$ cat config.mk
export PLATFORM = sky130hd
export DESIGN_NAME = debounce_fsm
export DESIGN_NICKNAME = d
export VERILOG_FILES = /design/src/rtl/debounce_pkg.sv /design/src/rtl/sync_2ff.sv /design/src/rtl/debounce_fsm.sv
export SDC_FILE = /design/constraint.sdc
export NUM_CORES = 1
export LEC_CHECK = 0
export CAP_MARGIN = 20
export CELL_PAD_IN_SITES_DETAIL_PLACEMENT = 2
export CELL_PAD_IN_SITES_GLOBAL_PLACEMENT = 2
export CORE_MARGIN = 3
export CORE_UTILIZATION = 40
export DETAILED_ROUTE_END_ITERATION = 16
export GPL_TIMING_DRIVEN = 0
export PLACE_DENSITY = 0.87
export SYNTH_ARGS = -nofsm -noshare
export SYNTH_HDL_FRONTEND = slang
export SYNTH_SLANG_ARGS = --single-unit
$ cat constraint.sdc
create_clock -name clk -period 3.65 [get_ports clk]
set_input_delay 0.5475 -clock clk [delete_from_list [all_inputs] [get_ports clk]]
set_output_delay 0.5475 -clock clk [all_outputs]
set_load 0.005 [all_outputs]
$ cat src/rtl/debounce_pkg.sv
// Shared types and constants for the input debouncer.
// State encoding keeps bit 1 equal to the accepted level.
package debounce_pkg;

    localparam logic [1:0] ENC_STABLE_LOW  = 2'b00;
    localparam logic [1:0] ENC_WAIT_HIGH   = 2'b01;
    localparam logic [1:0] ENC_STABLE_HIGH = 2'b11;
    localparam logic [1:0] ENC_WAIT_LOW    = 2'b10;

    typedef enum logic [1:0] {
        STABLE_LOW  = ENC_STABLE_LOW,
        WAIT_HIGH   = ENC_WAIT_HIGH,
        STABLE_HIGH = ENC_STABLE_HIGH,
        WAIT_LOW    = ENC_WAIT_LOW
    } state_t;

    localparam int DEFAULT_STABLE_CYCLES = 50000;
    localparam int DEFAULT_CNT_WIDTH     = 16;

    function automatic logic level_of(input state_t st);
        return st[1];
    endfunction

    function automatic logic is_waiting(input state_t st);
        return st[1] ^ st[0];
    endfunction

endpackage

$ cat src/rtl/sync_2ff.sv
// Single-bit two-flop synchronizer with asynchronous active-high reset.
// Brings an asynchronous level into the clk domain.
module sync_2ff (
    input  logic clk,
    input  logic rst,
    input  logic i_d,
    output logic o_q
);

    logic r_s0;
    logic r_s1;

    always_ff @(posedge clk or posedge rst) begin
        if (rst) begin
            r_s0 <= 1'b0;
            r_s1 <= 1'b0;
        end else begin
            r_s0 <= i_d;
            r_s1 <= r_s0;
        end
    end

    assign o_q = r_s1;

endmodule

$ cat src/rtl/debounce_fsm.sv
// Debouncer: 2-flop sync followed by a stable-count FSM that emits
// a registered clean level plus one-cycle rise/fall strobes.
module debounce_fsm
    import debounce_pkg::*;
#(
    parameter int STABLE_CYCLES = DEFAULT_STABLE_CYCLES,
    parameter int CNT_WIDTH     = DEFAULT_CNT_WIDTH
) (
    input  logic clk,
    input  logic rst,
    input  logic raw_in,
    output logic sig_clean,
    output logic rise_pulse,
    output logic fall_pulse,
    output logic busy
);

    if (STABLE_CYCLES < 2 ||
        longint'(STABLE_CYCLES) > ((longint'(1) << CNT_WIDTH) - 1))
    begin : g_bad_params
        $error("debounce_fsm: STABLE_CYCLES out of range for CNT_WIDTH");
    end

    localparam logic [CNT_WIDTH-1:0] CNT_ONE  = CNT_WIDTH'(1);
    localparam logic [CNT_WIDTH-1:0] CNT_LAST = CNT_WIDTH'(STABLE_CYCLES - 1);

    logic                 w_s;
    state_t               r_state;
    state_t               w_state_nxt;
    logic [CNT_WIDTH-1:0] r_cnt;
    logic [CNT_WIDTH-1:0] w_cnt_nxt;
    logic                 w_rise_nxt;
    logic                 w_fall_nxt;
    logic                 r_sig;
    logic                 r_rise;
    logic                 r_fall;
    logic                 r_busy;

    sync_2ff u_sync (
        .clk (clk),
        .rst (rst),
        .i_d (raw_in),
        .o_q (w_s)
    );

    always_ff @(posedge clk or posedge rst) begin
        if (rst) begin
            r_state <= STABLE_LOW;
            r_cnt   <= '0;
        end else begin
            r_state <= w_state_nxt;
            r_cnt   <= w_cnt_nxt;
        end
    end

    // Counter clears on any state change or return to the old level.
    always_comb begin
        w_state_nxt = r_state;
        w_cnt_nxt   = '0;
        w_rise_nxt  = 1'b0;
        w_fall_nxt  = 1'b0;
        unique case (r_state)
            STABLE_LOW: begin
                if (w_s) begin
                    w_state_nxt = WAIT_HIGH;
                    w_cnt_nxt   = CNT_ONE;
                end
            end
            WAIT_HIGH: begin
                if (!w_s) begin
                    w_state_nxt = STABLE_LOW;
                end else if (r_cnt == CNT_LAST) begin
                    w_state_nxt = STABLE_HIGH;
                    w_rise_nxt  = 1'b1;
                end else begin
                    w_cnt_nxt = r_cnt + 1'b1;
                end
            end
            STABLE_HIGH: begin
                if (!w_s) begin
                    w_state_nxt = WAIT_LOW;
                    w_cnt_nxt   = CNT_ONE;
                end
            end
            WAIT_LOW: begin
                if (w_s) begin
                    w_state_nxt = STABLE_HIGH;
                end else if (r_cnt == CNT_LAST) begin
                    w_state_nxt = STABLE_LOW;
                    w_fall_nxt  = 1'b1;
                end else begin
                    w_cnt_nxt = r_cnt + 1'b1;
                end
            end
            default: begin
                w_state_nxt = STABLE_LOW;
            end
        endcase
    end

    // Outputs decode the next state so they line up with the state flop.
    always_ff @(posedge clk or posedge rst) begin
        if (rst) begin
            r_sig  <= 1'b0;
            r_rise <= 1'b0;
            r_fall <= 1'b0;
            r_busy <= 1'b0;
        end else begin
            r_sig  <= level_of(w_state_nxt);
            r_rise <= w_rise_nxt;
            r_fall <= w_fall_nxt;
            r_busy <= is_waiting(w_state_nxt);
        end
    end

    assign sig_clean  = r_sig;
    assign rise_pulse = r_rise;
    assign fall_pulse = r_fall;
    assign busy       = r_busy;

endmodule
Yosys cells after proc, flatten, opt, wreduce, memory -nomap -nowiden
Cells that the tools add are included.

Flip-flop bits (word level): 24. Input bits: 3. Logic and storage cells: 33.

Add/subtract/negate cells: 1. Equal/unequal tests: 4. Multiplexer cells: 18. Bitwise logic cells: 1. Reductions and logical operators: 1.

Operator list (number): $pmux 16 s4 (1); $mux 16 (3); $add 16x1->16 const B (1); $eq 16x16->1 const B (1); $mux 2 (6); $pmux 2 s4 (1); $mux 1 (7); $eq 2x2->1 const B (2); $eq 2x1->1 const B (1); $logic_not 2->1 (1); $xor 1x1->1 (1).

Longest topological paths before layout
Gate-level depths: netlist of the first run.

Depth after elaboration: 5. Mapped depth: 7. Mapped depth without buffers: 5.

Cells and area by module
Synthesis of the first run repeated with hierarchy kept, for this count alone.

Cell total of the unflattened synthesis: 111. Area total of the unflattened synthesis: 1109.8 um^2.

Modules (own cells, without submodules): debounce_fsm (instances 1, cells an instance 108, area an instance 1056.0 um^2, sequential area each 525.5 um^2); sync_2ff (instances 1, cells an instance 3, area an instance 53.8 um^2, sequential area each 50.0 um^2).

Worst setup path after synthesis of the first run
OpenSTA, ideal clock, no wires.

Kind: reg-to-reg. From: register r_cnt[7]. To: register r_cnt[10]. Setup time: 119 ps. Arrival: 1738 ps. Data required time: 3531 ps. Slack: 1793 ps. Cell stages (with the launch flop): 7. Buffers on the path: 2. Path through: dfrtp_1 > or4b_4 > nor4_4 > or2_0 > buf_4 > buf_6 > nor2_1.

Word-level cells in the longest chain between the ends: 4.

RTL lines: start: declaration (RTL line debounce_fsm.sv:30) `logic [CNT_WIDTH-1:0] r_cnt;`; start signal: assignment (RTL line debounce_fsm.sv:52) `r_cnt <= w_cnt_nxt;`; $add 16x1->16 / $eq 16x16->1 (equally long branches); $mux 16 (*) (RTL line debounce_fsm.sv:72, debounce_fsm.sv:88); $mux 16, on equally long branches (RTL line debounce_fsm.sv:86, debounce_fsm.sv:70); $pmux 16 s4 (*) (RTL line debounce_fsm.sv:62) `unique case (r_state)`; via w_cnt_nxt[10] (RTL line debounce_fsm.sv:31) `logic [CNT_WIDTH-1:0] w_cnt_nxt;`.

The timed path passes the listed nets; every way through them passes the cells marked *.

Final worst setup path of the first run
From: register r_cnt[5]. To: register r_cnt[14].

The elaborated chain is that of the path after synthesis.

==> metrics.txt, run 1 <==
power per standard cell area=332 nW/um^2; leading area contributor after synthesis=dfrtp_1; most frequent cell after synthesis=dfrtp_1; Synth cell types=28; routed len/inst=16.5 um; initial drt markers=23; CTS buffer count=3; Synthesized Nets=109; sequential share of power=65.2%; vias in the first global route=just under 900; VDD IR-drop max=0.000212 V; Final Hold Vio Count=0; I/O Buffers=6; Psw=93.9 uW; combinational power share=5.1%; RSZ-0062 raised after global routing=no; clock sink count=23; Setup TNS=0 ns; DRT Wirelength=2.40 mm; Reg clk slew, reported paths=approximately 0.13 ns; antenna-violating nets left=0; final worst slack=1.54 ns; worst skew pair latency=approximately 0.31 ns; Filler Cell Count=280; Initial Util=43.2%; WP data arrival=2.32 ns; Die ar.=3380 sq um; cells on worst reg2reg path=6; met3 Track Usage GR=2.00%; first-pass GRT wire length=4.26 mm; largest net degree at the start of global routing=24; CP Launch Type=register; HPWL Detailed=1.76 mm; CTS Root Cell=clkbuf_4; worst hold path class=reg -> reg; PostCTS Resize Cnt=0; max-slew violation count=0; final setup violation count=0; Worst R2R Setup Slack=1.54 ns; CP cell instances=or4b_4, nor4_4, or2_0, buf_4, buf_6, nor2_1; Mean Syn Cell Area=between 10 and 15 sq um; Max H-tree Level=1; initial antenna violation count=0; Max Cap Viol=0; grt total ovfl=0; Pleak=around 0.00047 uW; GR Util met2=between 20% and 30%; CP Data Required Time=3.85 ns; Die Span X=58.2 um; yosys warns=0; Overall Power=402 uW; # diodes=0; Net count, final=120; switch share=23.3%; worst stage delay on the critical path=between 0.5 and 0.6 ns; routing usage on met1=22.2%; synth cell count leaders=dfrtp_1, nor2_1, xnor2_1; cell area after synthesis=1090 sq um; Ports=7; DRC=0; Vias=790; drt first pass iters=4; minimum clock period=~2.1 ns; CTS tree=done; Yosys top cell area share=52.9%; post-place setup slack=1.54 ns; Area growth, synth to finish=11.5%; Least-Margin Pin Slew=0.875 ns; fmax=0.473 GHz; Power Internal=around 300 uW; CP max FO=10; Clock power frac=between 20% and 30%; register area share after synthesis=a little over half; post-synthesis cell count=around 110; critical path's slowest cell=or4b_4; global routing's busiest layer=met2; Synth Flop Type=dfrtp_1; Post-CTS Setup Bufs=0; number of synthesized flops with an enable pin=0; Setup CP Type=reg -> reg; Max-slew headroom=between 40% and 50%; Tcrit/Tclk final=57.9%; top cells by area, synth=dfrtp_1, xnor2_1, nor2_1, inv_1, nand3_1; Hold Path Stages=0; Via density=5.45; status=complete, no violations; Synth Register Bits=23; Post-synth ARST share=100%; Row Count=18; total track usage=about 17%; hold-fix buffers at CTS=0; area of the core=2520 sq um; Setup crit end kind=register; Final Skew=0.00770 ns; Clock Path Buffers=2; die height=58.2 um; layout cells sized above 1=roughly 8.7%; routability congestion estimate from global placement=0.712
worst paths after layout:
path | from | to
max | r_cnt[5]$_DFF_PP0_ | r_cnt[14]$_DFF_PP0_
min | u_sync.r_s0$_DFF_PP0_ | u_sync.o_q$_DFF_PP0_
max reg2reg | r_cnt[5]$_DFF_PP0_ | r_cnt[14]$_DFF_PP0_
min reg2reg | u_sync.r_s0$_DFF_PP0_ | u_sync.o_q$_DFF_PP0_
max in group asynchronous | rst | r_cnt[5]$_DFF_PP0_
min in group asynchronous | rst | r_cnt[15]$_DFF_PP0_
through the flow:
stage	area (sq um)	std cells	util [%]	hold WS (ns)
finish	1210	145	48.1	0.370
global route	1210	145	48.1	0.383
CTS	1210	145	48.1	0.374
detailed placement	1190	141	47.0	0.343
global placement	1190	141	47.0	0.334
floorplan	1090	105	-	0.331
metal layers:
metal	wire (um)	part of all wire, %
met5	0	0
met2	1240	52
met1	1100	46
met3	48	2.0
met4	15	0.63
critical path, delay by kind of cell (launching register included):
family / cells / cell delay [ns]
buffers and inverters: 2 / 0.28
AND/OR/NAND/NOR: 4 / 1.27
flip-flops: 1 / 0.46
sequential cells by signal, summed over array words and instances (netlist names):
signal and count:
rise_pulse 1, u_sync.r_s0 1, sig_clean 1, u_sync.o_q 1
busy 1, fall_pulse 1, r_cnt 16, r_state 1
cell type report:
cell class	instances	area, sq um	area share (%)
plain buffers	3	22.5	1.86
clock buffers	3	22.5	1.86
clock inverters	1	5.00	0.412
inverters	7	26.3	2.16
multi-input cells	72	464	38.2
flip-flops and latches	23	576	47.4
well taps	30	37.5	3.09
repair buffers	6	60.1	4.95
cell usage in the layout, fill, tap and decap left out, types with 4 or more instances in the layout:
master / synthesis / final
nor4_1: 4 / 4
nor3_1: 4 / 4
nand2_1: 4 / 4
dfrtp_1: 23 / 23
clkdlybuf4s50_1: 0 / 6
nor2_1: 18 / 18
inv_1: 7 / 7
xnor2_1: 13 / 13
nand4_1: 4 / 4
nand3_1: 5 / 5
logic make-up after synthesis:
family	synth area share, %
AOI/OAI and AO/OA	4.02
adders and majority gates	1.15
DFF	52.9
xor gates and xnor gates	11.3
buffers and inverters	4.48
and+or+nand+nor	25.2
muxes	1.03
power groups by stage:
stage / Combinational [uW] / Clock, uW / Sequential [uW]
final: 20.6 / 120 / 262
after global routing: 23.4 / 133 / 264
after detailed placement: 21.4 / 0 / 267
after global placement: 20.3 / 0 / 267
after floorplan: 14.0 / 0 / 266
after CTS: 21.4 / 125 / 263
(Power assumes the default switching activity.)
==> run 2: changes to the inputs <==
--- a/config.mk
+++ b/config.mk
@@ -9,10 +9,10 @@
 export CELL_PAD_IN_SITES_DETAIL_PLACEMENT = 2
 export CELL_PAD_IN_SITES_GLOBAL_PLACEMENT = 2
 export CORE_MARGIN = 3
-export CORE_UTILIZATION = 40
+export CORE_UTILIZATION = 33
 export DETAILED_ROUTE_END_ITERATION = 16
 export GPL_TIMING_DRIVEN = 0
-export PLACE_DENSITY = 0.87
+export PLACE_DENSITY = 0.78
 export SYNTH_ARGS = -nofsm -noshare
 export SYNTH_HDL_FRONTEND = slang
 export SYNTH_SLANG_ARGS = --single-unit
==> constraint.sdc (replaced) <==
create_clock -name clk -period 1.8 [get_ports clk]
set_input_delay 0.27 -clock clk [delete_from_list [all_inputs] [get_ports clk]]
set_output_delay 0.27 -clock clk [all_outputs]
set_load 0.005 [all_outputs]
==> metrics.txt, run 2 (same netlist as run 1, synthesis figures left out) <==
routability congestion estimate from global placement=0.749; I/O Buffers=6; grt total ovfl=0; CTS Root Cell=clkbuf_4; largest net degree at the start of global routing=24; violated checks=setup timing; Ports=7; Pleak=roughly 0.00055 uW; Initial Util=35.1%; worst stage delay on the critical path=0.56 ns; CP Launch Type=register; worst skew pair latency=between 0.3 and 0.4 ns; vias in the first global route=between 800 and 900; drt first pass iters=4; met3 Track Usage GR=1.60%; routing usage on met1=between 15 and 20%; Crit path buffers/inverters=2; Hold WS=0.367 ns; Net count, final=133; VDD IR-drop max=roughly 0.00042 V; total track usage=about 14%; most common cell after layout, fill and taps aside=dfrtp_1; Worst R2R Setup Slack=-0.09 ns; Final Hold Vio Count=0; Max-slew headroom=around 41%; die height=between 60 and 70 um; clock sink count=23; power per standard cell area=603 nW/um^2; DRC=0; critical path's slowest cell=or4b_4; hold-fix buffers at CTS=0; Setup TNS=-1.05 ns; Tcrit/Tclk final=105%; WP data arrival=between 2 and 2.5 ns; # diodes=0; final worst slack=-0.0866 ns; DRT Wirelength=3.14 mm; fmax=0.530 GHz; largest reg by FF count=r_cnt; layout cells sized above 1=between 20% and 30%; Reg clk slew, reported paths=0.14 ns; HPWL Detailed=around 1.6 mm; Max H-tree Level=1; Top delay family on crit path=simple AND/OR/NAND/NOR gates; GR Util met2=22.7%; CP cell instances=or4b_4, nor4_4, or2_0, buf_4, buf_8, nor2_1; RSZ-0062 raised after global routing=yes; Die Span X=between 60 and 70 um; Clock Path Buffers=2; antenna-violating nets left=0; worst hold path class=reg -> reg; Area growth, synth to finish=29.9%; CTS buffer count=3; minimum clock period=1.89 ns; initial drt markers=21; area of the core=3100 sq um; initial antenna violation count=0; routed len/inst=18.3 um; Row Count=20; CP Data Required Time=2.02 ns; Vias=871; Setup crit end kind=register; final setup violation count=17; Least-Margin Pin Slew=a little under 0.9 ns; Max Cap Viol=0; Overall Power=853 uW; most frequent cells in the layout=dfrtp_1, nor2_1, buf_4, xnor2_1, inv_1; Final Skew=0.00761 ns; status=finished with violations; CP max FO=5; CTS tree=done; number of flip-flops in the largest register=16; Setup CP Type=reg -> reg; Via density=5.06; Die ar.=4020 sq um; Design Area, Final=between 1000 and 1500 sq um; first-pass GRT wire length=4.26 mm; max-slew violation count=0; global routing's busiest layer=met2; Post-DP Area=1210 sq um
-- run 2: cell types whose count changed in the layout (fill, tap and decap cells not counted), sizes merged --
cell | before | now
clkinvlp | 0 | 1
buf | 2 | 14
clkinv | 1 | 0
clkbuf | 4 | 5
-- run 2: where the power goes --
group / internal [uW] / switching (uW) / leakage, uW / total [uW]
clock: 85.1 / 173 / 0.0000139 / 259
combinational: 29.7 / 31.2 / 0.000229 / 60.9
sequential: 524 / 9.01 / 0.000305 / 533
total: 639 / 214 / 0.000548 / 853
-- run 2: through the flow --
step,utilization [%],cells,setup slack [ns]
global route,45.6,172,-0.146
finish,45.6,172,-0.0866
floorplan,-,105,-0.0207
CTS,40.6,161,-0.0715
global placement,38.9,155,-0.189
detailed placement,38.9,155,-0.261
-- run 2: what timing repair did --
action	4_1_cts	5_1_grt
endpoints found under the hold margin	0	0
pin swaps	2	5
resized for setup	3	14
endpoints found under the setup margin	19	19
cloned	0	1
buffers inserted	2	10
-- run 2: layout make-up --
type / instances / area [sq um]
Fill cell: 343 / 1690
Sequential cell: 23 / 579
Multi-Input combinational cell: 72 / 522
Timing Repair Buffer: 19 / 175
Tap cell: 44 / 55.1
Buffer: 3 / 26.3
Inverter: 7 / 26.3
Clock buffer: 3 / 22.5
Clock inverter: 1 / 7.51
-- run 2: per-layer routing --
layer	routed length, um	up-vias
met5	0	-
met4	181	0
met3	64	13
met2	1510	16
met1	1390	444
li1	-	398
-- run 2: path summary, 6_finish.rpt --
kind,startpoint,cells after the start,to
worst max-delay path,r_cnt[7]$_DFF_PP0_,6,r_cnt[8]$_DFF_PP0_
worst min-delay path,u_sync.r_s0$_DFF_PP0_,0,u_sync.o_q$_DFF_PP0_
worst max register to register,r_cnt[7]$_DFF_PP0_,6,r_cnt[8]$_DFF_PP0_
worst min register to register,u_sync.r_s0$_DFF_PP0_,0,u_sync.o_q$_DFF_PP0_
max in group asynchronous,rst,2,r_cnt[5]$_DFF_PP0_
min in group asynchronous,rst,2,busy$_DFF_PP0_
